--- src/rtl/sp_sram_coef_ctrl.sv ---
// Single-port coefficient SRAM controller: host pass-through in UPDATE mode,
// in-order coefficient streaming to the MAC on every accepted input sample.
module sp_sram_coef_ctrl #(
  parameter int SRAM_DEPTH = 10,
  parameter int DATA_WIDTH = 16,
  parameter int ADDR_WIDTH = 4
) (
  input  logic                  iClk,
  input  logic                  iRsn,
  input  logic                  iCoeffUpdateFlag,
  input  logic                  iCsnRam,
  input  logic                  iWrnRam,
  input  logic [ADDR_WIDTH-1:0] iAddrRam,
  input  logic [DATA_WIDTH-1:0] iWrDtRam,
  output logic [DATA_WIDTH-1:0] oRdDtRam,
  input  logic                  iEnSample,
  output logic                  oCsn,
  output logic                  oWrn,
  output logic [ADDR_WIDTH-1:0] oAddr,
  output logic [DATA_WIDTH-1:0] oWrDt,
  input  logic [DATA_WIDTH-1:0] iRdDt,
  output logic [DATA_WIDTH-1:0] oCoeff,
  output logic                  oCoeffValid,
  output logic [ADDR_WIDTH-1:0] oCoeffIdx,
  output logic                  oLast,
  output logic                  oBusy,
  output logic                  oSampleDrop
);

  // Handshake: there is no back-pressure. oCoeffValid qualifies oCoeff/oCoeffIdx
  // for exactly one cycle each; the MAC must accept every valid beat.

  typedef enum logic [1:0] {IDLE, UPDATE, READ, DRAIN} state_t;

  localparam logic [ADDR_WIDTH-1:0] LAST    = ADDR_WIDTH'(SRAM_DEPTH - 1);
  localparam logic [ADDR_WIDTH-1:0] LAST_M1 = ADDR_WIDTH'(SRAM_DEPTH - 2);

  state_t                state;
  logic                  fetch_act;  // SRAM read of a fetch is in flight this cycle
  logic                  rd_vld;     // SRAM is returning a fetch word next cycle
  logic [ADDR_WIDTH-1:0] rd_idx;
  logic                  start_fetch;
  logic                  host_oob;

  assign start_fetch = (state == IDLE) && !iCoeffUpdateFlag && iEnSample;
  assign host_oob    = 32'(iAddrRam) >= 32'(SRAM_DEPTH);

  assign oCoeff   = iRdDt;
  assign oRdDtRam = iRdDt;

  always_ff @(posedge iClk) begin
    if (!iRsn) begin
      state       <= IDLE;
      oCsn        <= 1'b1;
      oWrn        <= 1'b1;
      oAddr       <= '0;
      oWrDt       <= '0;
      fetch_act   <= 1'b0;
      rd_vld      <= 1'b0;
      rd_idx      <= '0;
      oCoeffValid <= 1'b0;
      oCoeffIdx   <= '0;
      oLast       <= 1'b0;
      oBusy       <= 1'b0;
      oSampleDrop <= 1'b0;
    end else begin
      // Index tracks the address one stage behind the SRAM's output register.
      rd_vld      <= fetch_act;
      rd_idx      <= oAddr;
      oCoeffValid <= rd_vld;
      oCoeffIdx   <= rd_idx;
      oLast       <= rd_vld && (rd_idx == LAST);
      oBusy       <= start_fetch || fetch_act || rd_vld;
      oSampleDrop <= 1'b0;

      case (state)
        IDLE: begin
          oCsn <= 1'b1;
          oWrn <= 1'b1;
          if (iCoeffUpdateFlag) begin
            state       <= UPDATE;
            oSampleDrop <= iEnSample;
          end else if (iEnSample) begin
            state     <= READ;
            oCsn      <= 1'b0;
            oAddr     <= '0;
            fetch_act <= 1'b1;
          end
        end
        UPDATE: begin
          oSampleDrop <= iEnSample;
          if (!iCoeffUpdateFlag) begin
            state <= IDLE;
            oCsn  <= 1'b1;
            oWrn  <= 1'b1;
          end else begin
            oCsn  <= iCsnRam | host_oob;
            oWrn  <= iWrnRam;
            oAddr <= iAddrRam;
            oWrDt <= iWrDtRam;
          end
        end
        READ: begin
          oSampleDrop <= iEnSample;
          oAddr       <= oAddr + ADDR_WIDTH'(1);
          if (oAddr == LAST_M1) state <= DRAIN;
        end
        DRAIN: begin
          oSampleDrop <= iEnSample;
          oCsn        <= 1'b1;
          fetch_act   <= 1'b0;
          state       <= IDLE;
        end
        default: state <= IDLE;
      endcase
    end
  end

endmodule

--- config.mk ---
export PLATFORM = sky130hd
export DESIGN_NAME = sp_sram_coef_ctrl
export DESIGN_NICKNAME = d
export VERILOG_FILES = /design/src/rtl/sp_sram_coef_ctrl.sv
export SDC_FILE = /design/constraint.sdc
export NUM_CORES = 1
export LEC_CHECK = 0
export CORE_AREA = 2 2 71 73
export CTS_BUF_LIST = sky130_fd_sc_hd__clkbuf_2
export CTS_CLUSTER_DIAMETER = 30
export DETAILED_ROUTE_END_ITERATION = 7
export DIE_AREA = 0 0 73 75
export GPL_TIMING_DRIVEN = 0
export HOLD_SLACK_MARGIN = 0.15
export PLACE_DENSITY = 0.9
export SETUP_SLACK_MARGIN = 0.1
export SYNTH_ARGS = -nofsm -noshare
export SYNTH_HDL_FRONTEND = slang
export SYNTH_SLANG_ARGS = --single-unit
--- constraint.sdc ---
create_clock -name iClk -period 2 [get_ports iClk]
set_input_delay 0.4 -clock iClk [delete_from_list [all_inputs] [get_ports iClk]]
set_output_delay 0.4 -clock iClk [all_outputs]
set_load 0.1 [all_outputs]
==> flow_summary.json <==
{
  "die_h_um": 75,
  "dr_total_vias": 1610,
  "min_to": "oWrDt[2]",
  "hp-class": "register to register",
  "ys_types": 37,
  "grt_overflow": 0,
  "async_flop_share_pct": 0,
  "cts_root_buf": "clkbuf_2",
  "die_area_mm2": 0.00548,
  "gp_congestion": 0.826,
  "synth_nets": 253,
  "end_kind": "output pin",
  "start_kind": "register",
  "rows": 25,
  "antenna_found_initial": 0,
  "peakVddDrop_mv": 0.410,
  "setup_viol": 0,
  "setup_tns_ns": 0,
  "io_pins": 104,
  "cts_tree": "done",
  "max_slew_margin_pct": 35.7,
  "place_hpwl_um": 3300,
  "synth_cells": 202,
  "dr.pass1.iters": 4,
  "status": "complete, no violations",
  "pwr_density_cell_mw_per_mm2": 966,
  "clk_latency_ns": 0.37,
  "path_depth": 1,
  "hold_violations": 0,
  "r2r_end": "state[0]",
  "start_util_pct": 38.3,
  "yosysTopAreaCell": "dfxtp_1",
  "final_cells": 351,
  "tightest_slew_ns": 0.969,
  "cts_hold_buf": 0,
  "r2r-start": "state[0]",
  "synth_top_area_share_pct": 42.6,
  "synth.area.top_cells": "dfxtp_1 (43%), buf_4 (13%), nand2_1 (8.6%)",
  "fin_skew_ns": 0.0139,
  "cts_buffers": 5,
  "via_per_inst": 4.59,
  "hp-start": "oWrDt[2]",
  "leakage_nw": 1.16,
  "port-buffer-count": 87,
  "core_area_mm2": 0.00466,
  "timing.max_cap.violations": 0,
  "critPathKind": "register to output pin",
  "ys_seq_area_share_pct": 42.6,
  "r2r_setup_slack_ns": 0.27,
  "synth_top_cells_by_count": "nand2_1 (41), dfxtp_1 (38), buf_4 (32)",
  "area_delta_synth_final_pct": 54.3,
  "avgRoutedWirePerCell_um": 11.9,
  "clk_pin_slew_ns": 0.18,
  "nNetsFinal": 347,
  "ys_ff_latch": 38,
  "fill_cells": 439,
  "synth-main-ff-cell": "dfxtp_1",
  "cts.path.max_buffers": 2,
  "grt_pass1_wl_um": 6410,
  "htreeDepth": 2,
  "drive_gt1_share_pct": 27.3,
  "syn_area_per_cell_um2": 8.85,
  "drv_slew": 0,
  "ys_warn_count": 0,
  "grt_pass1_vias": 1443,
  "p_total_mw": 2.66,
  "dp.cells": 343,
  "synth_edf_count": 0,
  "fp.dieW_um": 73,
  "grt_usage_pct": 15.2,
  "num_antenna_cells": 0,
  "post-route-min-period_ns": 1.80,
  "grt_max_degree": 13,
  "rsz0062_at_grt": "no",
  "synth_area_mm2": 0.00179,
  "crit_fanout": 5,
  "arrival_ns": 1.40,
  "cpPeakStageDelay_ns": 0.59,
  "drc": 0,
  "yosysMostFrequentCell": "nand2_1",
  "ff2ff_path_depth": 6,
  "final_antenna_net_count": 0,
  "cp_num_buf_inv": 1,
  "first_iter_violations": 32,
  "crit_required_ns": 1.60,
  "path_cells": "clkdlybuf4s15_2",
  "finalCritPeriodShare_pct": 90.1,
  "cpMaxStageDelayCell": "clkdlybuf4s15_2",
  "clock.fmax_mhz": 555,
  "critical-path-top-delay-family": "buffers and inverters",
  "cts.sinks": 38,
  "holdPathStages": 2,
  "routed_wl_um": 4180
}
==> cell type report <==
type | count | area, µm² | share of cell area [%]
Timing Repair Buffer | 87 | 856 | 31.0
Clock inverter | 3 | 16.3 | 0.590
Sequential cell | 38 | 764 | 27.7
Buffer | 39 | 278 | 10.1
Inverter | 7 | 26.3 | 0.953
Clock buffer | 5 | 25.0 | 0.907
Tap cell | 54 | 67.6 | 2.45
Multi-Input combinational cell | 118 | 724 | 26.3
==> cells by family after synthesis <==
logic type	share of synthesized area [%]
and+or+nand+nor	19.0
buffers and inverters	17.0
DFF	42.6
AOI/OAI and AO/OA	14.1
adders and majority gates	6.30
xor gates and xnor gates	0.981
==> stage by stage <==
step	utilization, %	cell area, µm²	hold slack (ns)	setup WS (ns)
floorplan	-	1790	0.420	0.143
global placement	58.5	2730	0.429	-0.00490
detailed placement	58.5	2730	0.431	-0.0352
CTS	59.3	2770	0.470	0.0929
global route	59.2	2760	0.491	0.109
finish	59.2	2760	0.465	0.197
==> cells in the final DEF, fill, tap and decap left out, drive strengths merged, types with 2 or more instances in the layout <==
cell           netlist  layout
clkbuf               3       8
ha                   9       9
a21oi               19      19
a22oi                2       2
a311oi               2       2
clkdlybuf4s50        0      25
dfxtp               38      38
nand2b               2       2
nand3                4       4
a22o                 2       2
buf                 36      38
a221oi               2       2
o21ai                2       2
clkinv               0       2
nor2b                2       2
inv                  7       7
clkdlybuf4s15        0      28
dlygate4sd2          0      32
nand2               41      41
nor2                 6       6
nand3b               2       2
and2                10      10
==> report_power, final <==
group	internal, mW	switching (mW)	total [mW]
registers	0.846	0.0607	0.906
clock network	0.0798	0.247	0.326
logic	0.411	1.02	1.43
total	1.34	1.33	2.66
==> layer usage <==
layer / wire, µm / global-route usage (%) / up-vias / part of all wire, %
li1: - / - / 826 / -
met1: 1700 / 18.3 / 710 / 41
met2: 2170 / 26.8 / 72 / 52
met3: 281 / 4.55 / 2 / 6.7
met4: 17 / 3.70 / 0 / 0.41
met5: 0 / 0 / - / 0
==> flip-flops by register name (all words and copies together), names as in the netlist, 2 cells and up <==
register	cells
oAddr	4
state	2
oCoeffIdx	4
oWrDt	16
rd_idx	4
==> how the worst max path moves through the flow <==
| stage | from | endpoint | slack [ns] |
|---|---|---|---|
| after CTS | oAddr[3] | oAddr[3] | 0.09 |
| final | oAddr[1] | oAddr[1] | 0.20 |
| after floorplan | oAddr[1] | oAddr[1] | 0.14 |
| after detailed placement | oAddr[3] | oAddr[3] | -0.04 |
| after global routing | state[0] | state[1] | 0.11 |
| after global placement | oAddr[3] | oAddr[3] | -0.005 |
==> what timing repair did <==
item / in CTS / in global routing
endpoints found under the hold margin: 0 / 0
buffers inserted: 0 / 0
setup endpoints to repair: 62 / 14
gates cloned: 0 / 0
gates resized for setup: 122 / 7
No activity file was read; power rests on OpenSTA's default activity.
